--- config.mk ---
export PLATFORM = sky130hd
export DESIGN_NAME = sync_fifo_drain
export DESIGN_NICKNAME = d
export VERILOG_FILES = /design/src/rtl/fifo_pkg.sv /design/src/rtl/fifo_mem.sv /design/src/rtl/sync_fifo_drain.sv
export SDC_FILE = /design/constraint.sdc
export NUM_CORES = 1
export LEC_CHECK = 0
export ABC_AREA = 1
export CORE_UTILIZATION = 55
export CTS_CLUSTER_DIAMETER = 40
export CTS_CLUSTER_SIZE = 24
export DETAILED_ROUTE_END_ITERATION = 8
export PLACE_DENSITY = 0.75
export SLEW_MARGIN = 10
export SYNTH_ARGS = -nofsm -noshare
export SYNTH_HDL_FRONTEND = slang
export SYNTH_SLANG_ARGS = --single-unit
--- constraint.sdc ---
create_clock -name clk -period 3.5 [get_ports clk]
set_input_delay 0.7 -clock clk [delete_from_list [all_inputs] [get_ports clk]]
set_output_delay 0.7 -clock clk [all_outputs]
set_load 0.05 [all_outputs]
--- src/rtl/fifo_pkg.sv ---
// Shared definitions for the drainable synchronous FIFO: FSM state encoding
// and the pointer-width helper used by the top and the storage array.
package fifo_pkg;

  typedef enum logic {
    ST_IDLE  = 1'b0,
    ST_DRAIN = 1'b1
  } state_t;

  // Pointer width for a given depth; never collapses to zero bits.
  function automatic int ptrWidth(input int depth);
    return (depth > 1) ? $clog2(depth) : 1;
  endfunction

endpackage

--- src/rtl/fifo_mem.sv ---
// Simple dual-port storage: one synchronous write port and one registered
// read port whose output holds its value when no read is requested.
module fifo_mem
  import fifo_pkg::*;
#(
  parameter int DATA_W = 8,
  parameter int DEPTH  = 16,
  localparam int AW    = ptrWidth(DEPTH)
) (
  input  logic              clk,
  input  logic              rst,
  input  logic              i_wrEn,
  input  logic [AW-1:0]     i_wrAddr,
  input  logic [DATA_W-1:0] i_wrData,
  input  logic              i_rdEn,
  input  logic [AW-1:0]     i_rdAddr,
  output logic [DATA_W-1:0] o_rdData
);

  logic [DATA_W-1:0] r_mem [DEPTH];
  logic [DATA_W-1:0] r_rdData;

  // Array contents are deliberately left out of reset.
  always_ff @(posedge clk) begin
    if (i_wrEn) begin
      r_mem[i_wrAddr] <= i_wrData;
    end
  end

  // A same-address write and read returns the old word, which is what a
  // simultaneous push/pop on a full FIFO needs.
  always_ff @(posedge clk or negedge rst) begin
    if (!rst) begin
      r_rdData <= '0;
    end else if (i_rdEn) begin
      r_rdData <= r_mem[i_rdAddr];
    end
  end

  assign o_rdData = r_rdData;

endmodule

--- src/rtl/sync_fifo_drain.sv ---
// Synchronous FIFO with single-word reads in IDLE and a burst drain mode
// started by a rising edge on start_tx; flags derive from the registered count.
module sync_fifo_drain
  import fifo_pkg::*;
#(
  parameter int DATA_W    = 8,
  parameter int DEPTH     = 16,
  parameter int AFULL_TH  = DEPTH - 2,
  parameter int AEMPTY_TH = 2,
  localparam int CW       = $clog2(DEPTH) + 1
) (
  input  logic              clk,
  input  logic              rst,
  input  logic              wr_en,
  input  logic [DATA_W-1:0] wr_data,
  input  logic              rd_en,
  input  logic              start_tx,
  output logic [DATA_W-1:0] rd_data,
  output logic              rd_valid,
  output logic              full,
  output logic              empty,
  output logic              almost_full,
  output logic              almost_empty,
  output logic [CW-1:0]     count,
  output logic              busy,
  output logic              overflow,
  output logic              underflow
);

  localparam int AW = ptrWidth(DEPTH);
  localparam logic [CW-1:0] FULL_C   = CW'(DEPTH);
  localparam logic [CW-1:0] AFULL_C  = CW'(AFULL_TH);
  localparam logic [CW-1:0] AEMPTY_C = CW'(AEMPTY_TH);

  state_t        r_state;
  state_t        w_stateNext;
  logic          r_startQ;
  logic [AW-1:0] r_wrPtr;
  logic [AW-1:0] r_rdPtr;
  logic [CW-1:0] r_count;
  logic          r_rdValid;
  logic          r_overflow;
  logic          r_underflow;

  logic w_edge;
  logic w_popReq;
  logic w_pop;
  logic w_push;
  logic w_full;
  logic w_empty;

  assign w_full   = (r_count == FULL_C);
  assign w_empty  = (r_count == '0);
  assign w_edge   = start_tx & ~r_startQ;
  assign w_popReq = (r_state == ST_DRAIN) ? 1'b1 : rd_en;
  assign w_pop    = w_popReq & ~w_empty;
  assign w_push   = wr_en & (~w_full | w_pop);

  // Next state: leave DRAIN only when this pop empties the FIFO and no
  // concurrent write refills it.
  always_comb begin
    w_stateNext = r_state;
    unique case (r_state)
      ST_IDLE: begin
        if (w_edge && !w_empty) begin
          w_stateNext = ST_DRAIN;
        end
      end
      ST_DRAIN: begin
        if (w_pop && !w_push && (r_count == CW'(1))) begin
          w_stateNext = ST_IDLE;
        end
      end
      default: w_stateNext = ST_IDLE;
    endcase
  end

  always_ff @(posedge clk or negedge rst) begin
    if (!rst) begin
      r_state  <= ST_IDLE;
      r_startQ <= 1'b0;
    end else begin
      r_state  <= w_stateNext;
      r_startQ <= start_tx;
    end
  end

  // Pointers wrap naturally because DEPTH is a power of two.
  always_ff @(posedge clk or negedge rst) begin
    if (!rst) begin
      r_wrPtr <= '0;
      r_rdPtr <= '0;
      r_count <= '0;
    end else begin
      if (w_push) begin
        r_wrPtr <= r_wrPtr + AW'(1);
      end
      if (w_pop) begin
        r_rdPtr <= r_rdPtr + AW'(1);
      end
      unique case ({w_push, w_pop})
        2'b10:   r_count <= r_count + CW'(1);
        2'b01:   r_count <= r_count - CW'(1);
        default: r_count <= r_count;
      endcase
    end
  end

  // Error pulses; drain pops are never counted as rejected reads.
  always_ff @(posedge clk or negedge rst) begin
    if (!rst) begin
      r_rdValid   <= 1'b0;
      r_overflow  <= 1'b0;
      r_underflow <= 1'b0;
    end else begin
      r_rdValid   <= w_pop;
      r_overflow  <= wr_en & ~w_push;
      r_underflow <= (r_state == ST_IDLE) & rd_en & w_empty;
    end
  end

  fifo_mem #(
    .DATA_W (DATA_W),
    .DEPTH  (DEPTH)
  ) u_mem (
    .clk      (clk),
    .rst      (rst),
    .i_wrEn   (w_push),
    .i_wrAddr (r_wrPtr),
    .i_wrData (wr_data),
    .i_rdEn   (w_pop),
    .i_rdAddr (r_rdPtr),
    .o_rdData (rd_data)
  );

  assign rd_valid     = r_rdValid;
  assign full         = w_full;
  assign empty        = w_empty;
  assign almost_full  = (r_count >= AFULL_C);
  assign almost_empty = (r_count <= AEMPTY_C);
  assign count        = r_count;
  assign busy         = (r_state == ST_DRAIN);
  assign overflow     = r_overflow;
  assign underflow    = r_underflow;

endmodule

==> results.ini <==
[run_status]
outcome=finished, final reports clean

[synthesis]
synth_area_mm2=0.00697
async_flop_share_pct=16.9
synthesis.instances=692
yosysTopAreaCellShare_pct=55.1
ys_seq_area_share_pct=64.5
synth_most_common_cell=nand2_1
synth_top_cell_by_area=edfxtp_1
syn-num-nets=715
synth_warnings=0
syn_area_per_cell_um2=10.1
synth-seq-cells=154
ys.flop_type=edfxtp_1
ys_types=31
netlist_top_cells_count=nand2_1 (225), edfxtp_1 (128), inv_1 (109), nand3_1 (103), dfrtp_1 (26)
synth.area.top_cells=edfxtp_1 (55%), nand2_1 (12%), dfrtp_1 (9.3%)
synth_edf_count=128

[timing]
worst_pin_slew_ps=985
min_period_ps=3010
fmax_mhz=332
tns_ps=0
fin_skew_ps=9.92
slew_viol_final=0
rsz0062_at_grt=false
finalHoldViolCount=0
finalCritPeriodShare_pct=86.1
max-slew-margin-rel_pct=34.3
setup_violations=0

[finish]
final_util_pct=65.3
drive_gt1_share_pct=7.51
diodes=0
nets=742
fillers=932
syn_to_final_growth_pct=13.9

[clock_network]
ctsHoldBuffers=0
path_clk_slew_ps=60
clk_path_buf_depth=2
numClockSinks=154
cts_resized=0
cts_tree=built
cts-root-buf=clkbuf_16
post_cts_buffers=0
clk_latency_ps=430
cts_max_level=4
cts_buffers=17

[floorplan]
core-area_mm2=0.0122
fp.dieW_um=115
die_h_um=115
initial_core_util_pct=57.3
die_area_mm2=0.0131
rows=40
io_pins=34

[setup_path]
worstSetupEndpointType=output port
critPathRequiredTime_ps=2800
critical_path_peak_fanout=8
cp-start-kind=flip-flop
worstSetupPathType=flip-flop to output port
arrival_ps=2310

[drt]
drtPass1Iterations=5
drt_iter0_markers=415
via_per_inst=5.20
drt-wirelength-per-cell_um=16.5
drcViolationCount=0
antenna_left=0
dr_total_vias=4681
wirelength_um=14900

[placement]
gp_congestion=0.916
port_buffers=33
place_hpwl_um=9800

[power]
p_leak_nw=3.47
p_per_area_mw_per_mm2=868
ir_drop_v=0.000502

[grt]
grt_max_degree=67
antenna_found_initial=0
grt_pass1_vias=4688
grt_usage_pct=25.5
grt_pass1_wl_um=23900
grt_overflow=0

[worst_hold_path]
hold_path.class=flip-flop to flip-flop

[job]
cap_violations=0

==> registers in the layout, indices dropped and copies added, names as in the netlist <==
register and flops:
r_wrPtr 4, count 5, r_startQ 1, r_rdPtr 4, overflow 1, u_mem.r_mem 128
underflow 1, rd_valid 1, busy 1, u_mem.o_rdData 8
==> critical path, stage by stage, from the launching register on <==
cell and delay, ps:
dfrtp_1 470, inv_1 160, ha_1 240, nand2_2 90
nor2_4 110, clkdlybuf4s50_1 810
==> metrics by stage <==
step                      setup WS (ps)  hold WS [ps]  instance area (µm²)  std cells  power, mW
final                               487           488                 7940        900       6.89
after global routing                378           513                 7940        900       7.28
after CTS                           458           490                 7940        900       6.91
after detailed placement            675           474                 7370        868       5.17
after global placement              753           475                 7370        868       5.10
after floorplan                    1040           404                 6970        692       4.47
==> layer usage <==
metal,vias to the layer above,GRT usage (%),wire length [µm]
met4,0,11.9,429
met2,190,41.6,7360
li1,2265,-,-
met5,-,0,0
met3,40,8.21,1150
met1,2186,30.8,5950
==> area by class of cell <==
cell class / count / area [µm²] / share of cell area [%]
inverter: 114 / 430 / 5.42
sequential: 154 / 4500 / 56.6
clock inverter: 14 / 136 / 1.72
tap: 168 / 210 / 2.65
multi-input combinational: 395 / 1880 / 23.7
timing repair buffer: 37 / 360 / 4.54
clock buffer: 18 / 429 / 5.40
==> cells by family after synthesis <==
logic type / Yosys count / synth area share (%)
flops: 154 / 64.5
xor+xnor: 11 / 1.38
fa+ha+maj: 10 / 1.80
simple gates: 365 / 23.0
buf+inv: 143 / 8.58
compound gates: 9 / 0.736
==> final timing paths <==
path	start	end	slack, ps	cells past startpoint
worst max register to register	count[0]$_DFFE_PN0P_	u_mem.r_mem[5][4]$_DFFE_PP_	970	9
worst min-delay path	u_mem.o_rdData[5]$_DFFE_PN0P_	u_mem.o_rdData[5]$_DFFE_PN0P_	490	2
min in group asynchronous	rst	count[4]$_DFFE_PN0P_	780	1
worst max-delay path	count[1]$_DFFE_PN0P_	full	490	5
worst min register to register	u_mem.o_rdData[5]$_DFFE_PN0P_	u_mem.o_rdData[5]$_DFFE_PN0P_	490	2
max in group asynchronous	rst	u_mem.o_rdData[2]$_DFFE_PN0P_	2070	2
==> power breakdown <==
group          switching (mW)  internal, mW  leakage, nW
clock network           0.743         0.992        0.268
registers               0.203          2.27         1.47
logic                    1.88         0.802         1.73
total                    2.83          4.07         3.47
==> layout by cell type, fill, tap and decap left out, types with 2 or more instances in the layout <==
cell type,instances
xor2_1,9
ha_1,10
clkbuf_16,17
inv_8,2
xnor2_1,2
nor3_1,3
nand2_2,6
edfxtp_1,128
clkinv_1,3
dfrtp_1,25
o21ai_1,4
nand2_4,4
inv_1,108
buf_4,4
nand2_1,225
nor2_1,17
inv_2,2
nor2_4,2
clkdlybuf4s50_1,33
clkinvlp_4,4
nand3_1,103
inv_6,4
a21oi_1,2
clkinv_2,2
Power figures use the tool's default switching activity.
==> variant, RTL diff (config.mk and constraints unchanged) <==
Put one more register stage on the output `count`, without a reset. The value now appears one clock later. The other outputs are not delayed to match. Comments in the files are not updated.
--- a/src/rtl/sync_fifo_drain.sv
+++ b/src/rtl/sync_fifo_drain.sv
@@ -138,7 +138,9 @@
   assign empty        = w_empty;
   assign almost_full  = (r_count >= AFULL_C);
   assign almost_empty = (r_count <= AEMPTY_C);
-  assign count        = r_count;
+  always_ff @(posedge clk) begin
+    count <= r_count;
+  end
   assign busy         = (r_state == ST_DRAIN);
   assign overflow     = r_overflow;
   assign underflow    = r_underflow;
Function: changed (Yosys sat finds a counterexample within 4 cycles, from zero or initial values and one cycle with rst low).
==> variant against the unedited design <==
Sequential power up 4%. First-iteration DRC count is 9.4% higher. Core utilization decreased by 0.97 points. Final area up 1.8%. Via count rose by 1.6%. Fmax up 0.44%. Synthesized area increased by 1.6%. Sequential cell count is 5 higher. Wire length up 6.2%. Power grew 3.4%. Worst setup slack improved by 0.013 ns. Clock power grew 7%. Critical path type unchanged. Largest cell class unchanged. Largest power group unchanged.
==> variant: results (changes against the unedited design) <==
outcome=finished clean; vias in the first global route=4,500 (-4.0%); clock skew=0.00860 ns (-0.00132 ns); Reg2Reg Capture Point=u_mem.r_mem[8][3]$_DFFE_PP_; Hold Path End=count[4]$_DFF_P_; worst hold path cell count=0 (-2); Async SR Flop Fraction=0.164 (-0.00531); fin nets=747 (+0.67%); RD Place Congestion=0.900 (-1.7%); first-pass GRT wire length=24,500 microns (+2.7%); FF-to-FF setup slack=0.93 ns (-0.04 ns); Unique masters post-synth=32 (+3.2%); post-synth top area share=0.543 (-0.00857); Hold WS=0.396 ns (-0.0924 ns); Synth Area in Compound Gates=0.00725 (-0.000114); Post-Syn Area per Cell=10.2 sq um (+0.85%); Sw Ratio=0.395 (-0.0153); placed insts=877 (+1.0%); LEAKAGE=0.00354 uW (+2.2%); top cells by area, synth=edfxtp_1 54%, nand2_1 12%, dfrtp_1 9.2%; Peak VDD IR=0.497 mV (-1.1%); All-Layer GR Usage=0.260 (+0.00495); Post-Syn Nets=720 (+0.70%); DRT iter0 DRCs=454 (+9.4%); register area share after synthesis=0.649 (+0.00411)
variant: changes by cell type after synthesis:
cell     delta
dfxtp_1     +5
buf_2       -4
buf_4       +4
variant: cell type report:
class / instances / area (sq um) / share of cell area
inverter: 114 / 430 / 0.0532
tap: 172 / 215 / 0.0266
clock inverter: 9 / 104 / 0.0128
multi-input combinational: 395 / 1880 / 0.232
clock buffer: 23 / 500 / 0.0619
sequential: 159 / 4600 / 0.568
timing repair buffer: 37 / 360 / 0.0446
variant: routing by layer:
layer,vias up,wire (microns)
met3,25,952
met4,0,370
met2,174,7710
met5,-,0
met1,2282,6770
li1,2276,-
variant: power by group through the flow:
stage	combinational (uW)	sequential (uW)	clock, uW
final	2700	2570	1860
after global routing	2970	2600	1950
after CTS	2700	2560	1870
after detailed placement	2670	2600	0
after global placement	2620	2590	0
after floorplan	1800	2780	0
